**src/rtl/gbsha_tt03_mac_pkg.sv**
```systemverilog
// Shared constants for the TT03 4-tap FIR MAC: default widths, tap count,
// coefficient/accumulator widths and the fixed coefficient set.
package gbsha_tt03_mac_pkg;

  localparam int FIR_N_TAPS = 4;
  localparam int FIR_BW_IN  = 6;
  localparam int FIR_BW_OUT = 8;
  localparam int COEF_W     = 4;
  localparam int ACC_W      = 12;

  // Coefficients are packed with h0 at index 0: h0=1, h1=3, h2=3, h3=1.
  localparam logic [FIR_N_TAPS-1:0][COEF_W-1:0] FIR_COEFS =
    {4'd1, 4'd3, 4'd3, 4'd1};

endpackage

```
**src/rtl/gbsha_fir_core.sv**
```systemverilog
// Direct-form FIR core: delay line, signed MAC, saturation to BW_out and
// the registered output. Nothing combinational reaches y_out.
module gbsha_fir_core
  import gbsha_tt03_mac_pkg::*;
#(
  parameter int N_TAPS = FIR_N_TAPS,
  parameter int BW_in  = FIR_BW_IN,
  parameter int BW_out = FIR_BW_OUT
) (
  input  logic              clk,
  input  logic              rst,
  input  logic [BW_in-1:0]  x_in,
  output logic [BW_out-1:0] y_out
);

  // Accumulator wide enough for sample * coef plus two growth bits.
  localparam int AW = (ACC_W > BW_in + COEF_W + 2) ? ACC_W : BW_in + COEF_W + 2;
  localparam logic signed [AW-1:0] YMAX = AW'((2 ** (BW_out - 1)) - 1);
  localparam logic signed [AW-1:0] YMIN = ~YMAX;

  logic [N_TAPS-1:0][BW_in-1:0] tap;
  logic [N_TAPS-1:0][AW-1:0]    prod;
  logic signed [AW-1:0]         acc;
  logic [BW_out-1:0]            y_reg;

  // Per-tap product, both operands sign-extended to the accumulator width.
  genvar k;
  generate
    for (k = 0; k < N_TAPS; k++) begin : g_tap
      logic signed [AW-1:0] tx, cx;
      assign tx      = AW'($signed(tap[k]));
      assign cx      = AW'($signed(FIR_COEFS[k]));
      assign prod[k] = tx * cx;
    end
  endgenerate

  // Delay line: newest sample enters tap[0], oldest falls off the top.
  always_ff @(posedge clk or posedge rst) begin
    if (rst) tap <= '0;
    else     tap <= {tap[N_TAPS-2:0], x_in};
  end

  // Sum of products over the pre-edge tap values.
  always_comb begin
    acc = '0;
    for (int i = 0; i < N_TAPS; i++) acc = acc + $signed(prod[i]);
  end

  // Clip to the signed output range and register.
  always_ff @(posedge clk or posedge rst) begin
    if (rst)              y_reg <= '0;
    else if (acc > YMAX)  y_reg <= YMAX[BW_out-1:0];
    else if (acc < YMIN)  y_reg <= YMIN[BW_out-1:0];
    else                  y_reg <= acc[BW_out-1:0];
  end

  assign y_out = y_reg;

endmodule

```
**src/rtl/gbsha_tt03_mac_top.sv**
```systemverilog
// TT03 wrapper: maps io_in/io_out pins onto the FIR core, no logic of its own.
module gbsha_tt03_mac_top
  import gbsha_tt03_mac_pkg::*;
#(
  parameter int N_TAPS = FIR_N_TAPS,
  parameter int BW_in  = FIR_BW_IN,
  parameter int BW_out = FIR_BW_OUT
) (
  input  logic [7:0] io_in,
  output logic [7:0] io_out
);

  logic [BW_out-1:0] y;

  gbsha_fir_core #(
    .N_TAPS (N_TAPS),
    .BW_in  (BW_in),
    .BW_out (BW_out)
  ) u_core (
    .clk   (io_in[0]),
    .rst   (io_in[1]),
    .x_in  (io_in[2 +: BW_in]),
    .y_out (y)
  );

  // Sign-extend to the full output byte.
  assign io_out = 8'($signed(y));

endmodule

```
**config.mk**
```make
export PLATFORM = sky130hd
export DESIGN_NAME = gbsha_tt03_mac_top
export DESIGN_NICKNAME = d
export VERILOG_FILES = /design/src/rtl/gbsha_tt03_mac_pkg.sv /design/src/rtl/gbsha_fir_core.sv /design/src/rtl/gbsha_tt03_mac_top.sv
export SDC_FILE = /design/constraint.sdc
export NUM_CORES = 1
export LEC_CHECK = 0
export ABC_AREA = 1
export ABC_CLOCK_PERIOD_IN_PS = 4500
export CAP_MARGIN = 20
export CORE_MARGIN = 10
export CORE_UTILIZATION = 25
export CTS_BUF_LIST = sky130_fd_sc_hd__clkbuf_4
export DETAILED_ROUTE_END_ITERATION = 10
export GPL_ROUTABILITY_DRIVEN = 0
export PLACE_DENSITY = 0.51
export SETUP_SLACK_MARGIN = 0.05
export SLEW_MARGIN = 20
export SYNTH_ARGS = -nofsm -noshare
export SYNTH_HDL_FRONTEND = slang
export SYNTH_SLANG_ARGS = --single-unit
```
**constraint.sdc**
```tcl
create_clock -name io_in -period 4.5 [get_ports io_in]
set_clock_uncertainty 0.05 [all_clocks]
set_input_delay 1.35 -clock io_in [delete_from_list [all_inputs] [get_ports io_in]]
set_output_delay 1.35 -clock io_in [all_outputs]
set_load 0.01 [all_outputs]
```
* Yosys cells after proc, flatten, opt, wreduce, memory -nomap -nowiden
Cells that the tools add are included.
** Word-level totals
- Register bits :: 32
- Bits of input ports :: 8
- Output and inout port bits :: 8
- Logic and storage cells :: 14
** Operators by class
- Add/sub/neg operators :: 3
- Multiply operators :: 2
- $lt $le $gt $ge :: 2
- Mux-type cells :: 2
** Operators by type and width (number)
- 6-bit by 3-bit multiplier with 9-bit output (second input constant) :: 2
- 8-bit two-way mux :: 2
- 12-bit adder :: 1
- 12-bit by 6-bit adder with 12-bit output :: 1
- 12-bit by 8-bit > comparator with 1-bit output (second input constant) :: 1
- 12-bit by 8-bit less-than comparator with 1-bit output (second input constant) :: 1
- 6-bit by 9-bit adder with 10-bit output :: 1

* Longest topological paths before layout
- Depth after elaboration :: 7
- Mapped depth :: 25
- Gate-level depth less buffers :: 25

* Worst setup path before layout
Ideal clock, no wire load.
- Path kind :: register to register
- From :: register u_core.tap (netlist bit u_core.g_tap[1].tx[1])
- To :: register u_core.y_reg[0], in the netlist u_core.y_out[0]
- Setup time :: 0.117 ns
- Data arrival time :: 3.960 ns
- Data required time :: 4.333 ns
- Path slack :: 0.373 ns
- Cell stages (with the launch flop) :: 22
- Path buffers :: 0
- Period minus slack after synthesis :: 4.127 ns
- Path through :: dfrtp_1 -> ha_1 -> fa_1 -> inv_1 -> fa_1 -> o21ai_0 -> nand2_1 -> nand2_1 -> a21oi_1 -> xor2_1 -> fa_1 -> inv_1 -> ha_1 -> nand2_1 -> inv_1 -> a21oi_1 -> nand3b_1 -> nand2_2 -> and2_1 -> nand2_1 -> nand2_4 -> nand2_1
** Between the ends
- Word-level cells in the longest chain between the ends :: 7
- Elaborated cells between the ends (all ways) :: 8
- Classes of those cells :: add/sub (3); mul (1); order compare (2); mux (2)
** Ends and longest elaborated chain
- start, declared :: line gbsha_fir_core.sv:21 : logic [N_TAPS-1:0][BW_in-1:0] tap;
- start signal, assigned :: line gbsha_fir_core.sv:40 : else tap <= {tap[N_TAPS-2:0], x_in};
- 6-bit by 3-bit multiplier with 9-bit output * :: line gbsha_fir_core.sv:33 : assign prod[k] = tx * cx;
- 6-bit by 9-bit adder with 10-bit output * :: line gbsha_fir_core.sv:46 : for (int i = 0; i < N_TAPS; i++) acc = acc + $signed(prod[i]);
- 12-bit adder * :: line gbsha_fir_core.sv:46
- 12-bit by 6-bit adder with 12-bit output * :: line gbsha_fir_core.sv:46
- 12-bit by 8-bit less-than comparator with 1-bit output :: line gbsha_fir_core.sv:53 : else if (acc < YMIN) y_reg <= YMIN[BW_out-1:0];
- 8-bit two-way mux :: line gbsha_fir_core.sv:53
- 8-bit two-way mux * :: line gbsha_fir_core.sv:52 : else if (acc > YMAX) y_reg <= YMAX[BW_out-1:0];
- end signal, assigned :: line gbsha_fir_core.sv:52
- end signal, assigned :: line gbsha_fir_core.sv:53
- end signal, assigned :: line gbsha_fir_core.sv:54 : else y_reg <= acc[BW_out-1:0];
- end, declared :: line gbsha_fir_core.sv:24 : logic [BW_out-1:0] y_reg;
Every way passes the cells marked *; elsewhere a longest branch is shown, timed or not.

* Worst setup path after layout
- From :: register u_core.tap (netlist bit u_core.g_tap[1].tx[3])
- To :: register u_core.y_reg[0], in the netlist u_core.y_out[0]
The elaborated chain is that of the path after synthesis.

==> out/metrics.cfg <==
[outcome]
status=finished with violations
failed_checks=hold timing

[routing]
routed_wire_length_per_instance_um=10.4
drt-pass1-iter-count=4
detail_route.iter0.violations=31
post-route-drc-count=0
postRouteWirelength_um=4790
num_vias=1857
route.antenna.remaining_nets=0
routed_via_density=4.02

[critical_path]
critPathArrivalTime_ns=4.37
crit_fanout=7
cp_data_required_time_ns=4.74
cp_num_buf_inv=2
cp_endpoint_kind=flip-flop
path_cells=ha_1 > fa_1 > ha_4 > a21oi_1 > o21ai_2 > nand2_1 > nand2_1 > a21oi_2 > xor2_1 > fa_1 > inv_1 > ha_4 > nand2_1 > inv_1 > a21oi_2 > nand2_1 > nand2_1 > nand2_2 > and2_1 > nand2_1 > nand2_4 > nand2_1
timing.rr.start=u_core.g_tap[1].tx[3]$_DFF_PP0_
rrSetupSlack_ns=0.37
crit_path_launch_type=flip-flop
timing.critical_path.slowest_cell_delay_ns=0.57
critPathMostFrequentCell=sky130_fd_sc_hd__nand2_1
timing.setup.critical_path_class=reg2reg
slowest_stage=sky130_fd_sc_hd__fa_1
cp_top_family=adder cells
r2r_cells=22
crit-reg2reg-capture=u_core.y_out[0]$_DFF_PP0_

[clocking]
cts.reportedPaths.clkPinSlew_ns=0.12
tritoncts=built
clock_insertion_delay_worst_skew_ns=0.35

[cells_and_area]
layout.cells.most_common=sky130_fd_sc_hd__inv_1
syn2layout_area_growth_pct=25.5
final_net_count=387
most-common-layout-cells=sky130_fd_sc_hd__inv_1 (93), sky130_fd_sc_hd__nand2_1 (57), sky130_fd_sc_hd__dfrtp_1 (32), sky130_fd_sc_hd__ha_1 (31), sky130_fd_sc_hd__fa_1 (15)
num_antenna_cells=0
finish.utilization_pct=32.2
final_area_mm2=0.00313
stdcell_count=462
post_route_cells_drive_above_1_share_pct=13.4
num-fill-cells=1048

[yosys]
synth.yosys.warnings=0
synth_cell_types=24
postSynthCellCount=273
yosysTopAreaCellShare_pct=32.1
yosys-top-cells-area=sky130_fd_sc_hd__dfrtp_1 (32%), sky130_fd_sc_hd__ha_1 (19%), sky130_fd_sc_hd__fa_1 (14%), sky130_fd_sc_hd__inv_1 (9.2%), sky130_fd_sc_hd__nand2_1 (8.7%)
ys_async_sr_fraction_pct=100
synth_enable_flop_cells=0
synth.net_count=335
seq_area_frac_synth_pct=32.1
yosysTopAreaCell=sky130_fd_sc_hd__dfrtp_1
ys_seq_elements=32
average_cell_area_after_synthesis_um2=9.13
synth.cell_area_mm2=0.00249
top_ff_cell_synth=sky130_fd_sc_hd__dfrtp_1

[global_routing]
first_global_vias=2124
most_crowded_layer_gr=met2
antenna_found_initial=0
gr-usage-met3_pct=6.66
grt_first_pass_wirelength_um=8140
gr-usage-met1_pct=7.17
aggregate_global_route_resource_usage_pct=7.33
maximum_number_of_pins_on_one_net_before_global_route_repair=11
global_route.overflow_total=0
grtUsageMet2_pct=8.77

[timing]
period_needed_ns=4.13
grt_setup_unrepaired=false
tns_setup_ns=0
timing.final.max_slew_violations=0
worstMarginPinSlew_ns=0.399
finalSetupViolCount=0
part_of_the_cycle_the_worst_path_needs_pct=91.9
slew_headroom_pct=73.0
maxClockFrequency_mhz=242
timing_hold_violations_final=6
hold_ws_ns=-0.383

[worst_hold_path]
holdPathEnd=u_core.g_tap[0].tx[5]$_DFF_PP0_
min_path_type=clk2reg
hold_path_cell_cnt=0
worst_hold_startpoint=io_in[7]

[floorplan]
dieArea_mm2=0.0144
design.portCount=16
core_area_mm2=0.00973
rows=36
initial_utilization_pct=25.6
floorplan.die.width_um=120
die_height_um=120

[run]
cap_viol_max_count=0

[pwr]
pwr_density_cell_mw_per_mm2=287
worst_ir_drop_vdd_mv=0.150
cellLeakagePower_nw=1.55

[place]
dp_hpwl_um=3450
placedCellCount=414
placedInstanceArea_mm2=0.00274
buffer_ports.inserted=8

## worst register-to-register path, stage by stage, from the launching register on
cell	delay, ns
sky130_fd_sc_hd__dfrtp_1	0.43
sky130_fd_sc_hd__ha_1	0.32
sky130_fd_sc_hd__fa_1	0.57
sky130_fd_sc_hd__ha_4	0.24
sky130_fd_sc_hd__a21oi_1	0.18
sky130_fd_sc_hd__o21ai_2	0.10
sky130_fd_sc_hd__nand2_1	0.06
sky130_fd_sc_hd__nand2_1	0.06
sky130_fd_sc_hd__a21oi_2	0.16
sky130_fd_sc_hd__xor2_1	0.21
sky130_fd_sc_hd__fa_1	0.44
sky130_fd_sc_hd__inv_1	0.12
sky130_fd_sc_hd__ha_4	0.23
sky130_fd_sc_hd__nand2_1	0.10
sky130_fd_sc_hd__inv_1	0.06
sky130_fd_sc_hd__a21oi_2	0.14
sky130_fd_sc_hd__nand2_1	0.06
sky130_fd_sc_hd__nand2_1	0.09
sky130_fd_sc_hd__nand2_2	0.07
sky130_fd_sc_hd__and2_1	0.14
sky130_fd_sc_hd__nand2_1	0.10
sky130_fd_sc_hd__nand2_4	0.08
sky130_fd_sc_hd__nand2_1	0.07
## flip-flops by register name, summed over array words and instances, names as in the netlist
| name | cells |
|---|---|
| u_core.g_tap.tx | 24 |
| u_core.y_out | 8 |
## logic make-up (layout without fill, tap and decap cells)
group	after synthesis	in the layout	synth area share, %
and+or+nand+nor	93	93	17.2
AOI/OAI and AO/OA	18	18	3.97
adders and majority gates	54	54	32.2
DFF	32	32	32.1
xor gates and xnor gates	15	15	5.27
buffers and inverters	61	117	9.19
## through the flow
| step | total power [W] | setup slack, ns |
|---|---|---|
| after floorplan | 0.000381 | 0.373 |
| after global placement | 0.000381 | 0.0863 |
| after detailed placement | 0.000381 | 0.0196 |
| after CTS | 0.000935 | 0.114 |
| after global routing | 0.000999 | 0.0354 |
| final | 0.000898 | 0.365 |
## Yosys cell counts, types with 2 or more instances
library cell	number
sky130_fd_sc_hd__a21oi_1	12
sky130_fd_sc_hd__nand3_2	2
sky130_fd_sc_hd__nand2_1	58
sky130_fd_sc_hd__ha_1	37
sky130_fd_sc_hd__nand3_1	8
sky130_fd_sc_hd__fa_1	17
sky130_fd_sc_hd__xor2_1	10
sky130_fd_sc_hd__nor2_1	9
sky130_fd_sc_hd__xnor2_1	5
sky130_fd_sc_hd__nor2_2	2
sky130_fd_sc_hd__nand2_2	4
sky130_fd_sc_hd__dfrtp_1	32
sky130_fd_sc_hd__o21ai_0	3
sky130_fd_sc_hd__nor3_1	2
sky130_fd_sc_hd__inv_1	61
sky130_fd_sc_hd__nand3b_1	2
sky130_fd_sc_hd__nand2_4	2
## worst max-delay path by stage
stage	start	endpoint	slack, ns	cells after the start
6_report	u_core.g_tap[1].tx[3]$_DFF_PP0_	u_core.y_out[0]$_DFF_PP0_	0.37	22
5_1_grt	u_core.g_tap[1].tx[3]$_DFF_PP0_	u_core.y_out[0]$_DFF_PP0_	0.04	21
4_1_cts	u_core.g_tap[1].tx[1]$_DFF_PP0_	u_core.y_out[0]$_DFF_PP0_	0.11	22
3_5_place_dp	u_core.g_tap[1].tx[1]$_DFF_PP0_	u_core.y_out[6]$_DFF_PP0_	0.02	22
3_3_place_gp	u_core.g_tap[1].tx[1]$_DFF_PP0_	u_core.y_out[0]$_DFF_PP0_	0.09	21
2_1_floorplan	u_core.g_tap[1].tx[1]$_DFF_PP0_	u_core.y_out[0]$_DFF_PP0_	0.37	21
## timing repair
item,CTS,global route
buffers inserted,0,1
gates resized for setup,2,17
pin swaps,0,4
hold buffers,0,0
setup endpoints to repair,7,7
## routing by layer
layer / wire [um] / part of all wire, % / vias up
met5: 0 / 0 / -
met4: 155 / 3.2 / 0
met3: 470 / 9.8 / 18
met2: 2070 / 43 / 50
met1: 2090 / 44 / 838
li1: - / - / 951
## layout make-up
cell class,count,area (um^2),area share (%)
multi-input cells,180,1570,50.2
well taps,133,166,5.32
flip-flops and latches,32,801,25.6
clock buffers,11,82.6,2.64
repair buffers,9,87.6,2.80
clock inverters,37,195,6.24
inverters,60,225,7.20
## power breakdown
| part | internal, W | switching, W |
|---|---|---|
| registers | 0.000289 | 0 |
| clock network | 0.000275 | 0.000334 |
| logic | 0 | 0 |
Note: power is estimated with default switching activity, not from simulation.
==> RTL edit, RTL diff (config.mk and constraints unchanged) <==
Change the package constant `FIR_N_TAPS` from 4 to 8.
--- a/src/rtl/gbsha_tt03_mac_pkg.sv
+++ b/src/rtl/gbsha_tt03_mac_pkg.sv
@@ -2,7 +2,7 @@
 // coefficient/accumulator widths and the fixed coefficient set.
 package gbsha_tt03_mac_pkg;
 
-  localparam int FIR_N_TAPS = 4;
+  localparam int FIR_N_TAPS = 8;
   localparam int FIR_BW_IN  = 6;
   localparam int FIR_BW_OUT = 8;
   localparam int COEF_W     = 4;
Check against the original RTL: equivalent (equiv_simple and equiv_induct, registers matched by name and starting in step).
==> RTL edit against the original RTL <==
The flow still finishes with violations (hold timing). Sequential share of layout area is 0.082 points higher. Worst hold slack better by 0.014 ns. Setup slack worse by 0.045 ns. Sequential cell count is the same. Wire length decreased by 2.1%. Critical path depth up 1. Final area shrank 0.32%. Fmax shrank 1.1%. Synthesized cell count unchanged. Clock power fell by 2%. Synthesized area barely moved. Power shrank 1.2%. Largest cell class unchanged.
==> RTL edit: results (changes against the original RTL) <==
metric,value,unit,change
Final #Nets,388,,was 387
RR Endpoint,u_core.y_out[5]$_DFF_PP0_,,was u_core.y_out[0]$_DFF_PP0_
total congestion overflow,0,,unchanged
DRT met1 WL,2100,µm,was 2090 µm
xor and xnor area share after synthesis,5.27,%,about the same
Synth Area in Adders,32.2,%,about the same
Overall Global Routing Usage,6.93,%,was 7.33%
Worst Path Arrival,4.36,ns,was 4.37 ns
worst IR drop on VDD,0.170,mV,was 0.150 mV
slew margin rel.,72.4,%,was 73.0%
Non-clock buffer share,3.05,%,was 2.80%
Combinational Power,0.000843,µW,
layout cells sized above 1,13.3,%,was 13.4%
final hold violation count,6,,unchanged
Seq area share,25.7,%,was 25.6%
Iteration-0 DRC Markers,37,,was 31
detailed-route via count,1842,,was 1857
drt wl/cell,10.1,µm,was 10.4 µm
filler cell count,1061,,was 1048
grt met3 use,6.33,%,was 6.66%
HP Start,io_in[5],,was io_in[7]
Reg2Reg Setup Slack,0.32,ns,was 0.37 ns
Gate power share,0,%,about the same
clock network area share,8.91,%,was 8.88%
Tcrit/Tclk final,92.9,%,was 91.9%
Resized Gates After CTS,1,,was 2
M1 GR Usage,6.97,%,was 7.17%
fin cells,463,,was 462
first-pass GRT wire length,7880,µm,was 8140 µm
outcome,"finished, violations left",,unchanged
placed insts,415,,was 414
Hold Path End,u_core.g_tap[0].tx[3]$_DFF_PP0_,,was u_core.g_tap[0].tx[5]$_DFF_PP0_
Yosys cell types,23,,was 24
clock share of power,67.4,%,was 67.8%
Post-synth top cells,"inv_1, nand2_1, ha_1",,unchanged
Internal,564,µW,about the same
area of the multi-input gates,1550,µm²,was 1570 µm²
crit-path max cell delay,0.52,ns,was 0.57 ns
sequential area share after synthesis,32.1,%,about the same
post-synthesis compound-gate area fraction,3.97,%,about the same
DP Area,2750,µm²,was 2740 µm²
detailed-placement wirelength estimate,3450,µm,about the same
met2 usage in global routing,8.73,%,was 8.77%
Setup WS pre-CTS,0.0618,ns,was 0.0196 ns
vias in the first global route,2033,,was 2124
Post-Syn Nets,335,,unchanged
comb_multi_in,180,,unchanged
Reg2Reg Depth,23,,was 22
Met2 Routed Length,2020,µm,was 2070 µm
worst r2r src,u_core.g_tap[1].tx[2]$_DFF_PP0_,,was u_core.g_tap[1].tx[3]$_DFF_PP0_
violated checks,hold timing,,unchanged
worst-skew pair later-pin latency,0.33,ns,was 0.35 ns
Area contributors post-synth,"dfrtp_1, ha_1, fa_1",,unchanged
Buffers excl. clock,10,,was 9
hold slack,-0.369,ns,was -0.383 ns
post-layout util,32.0,%,was 32.2%
Pleak,1.55,nW,about the same
-- RTL edit: cell types whose count changed after synthesis --
cell / before / now
nand3b_1: 2 / 3
nand2_1: 58 / 55
nand3b_2: 1 / 0
nand3_2: 2 / 1
nand2_2: 4 / 7
nand3_1: 8 / 9
-- RTL edit: worst max path at each step --
stage | start | end
after global routing | u_core.g_tap[1].tx[3]$_DFF_PP0_ | u_core.y_out[4]$_DFF_PP0_
after floorplan | u_core.g_tap[1].tx[1]$_DFF_PP0_ | u_core.y_out[0]$_DFF_PP0_
final | u_core.g_tap[1].tx[2]$_DFF_PP0_ | u_core.y_out[5]$_DFF_PP0_
after detailed placement | u_core.g_tap[1].tx[1]$_DFF_PP0_ | u_core.y_out[6]$_DFF_PP0_
after CTS | u_core.g_tap[1].tx[1]$_DFF_PP0_ | u_core.y_out[5]$_DFF_PP0_
after global placement | u_core.g_tap[1].tx[2]$_DFF_PP0_ | u_core.y_out[5]$_DFF_PP0_
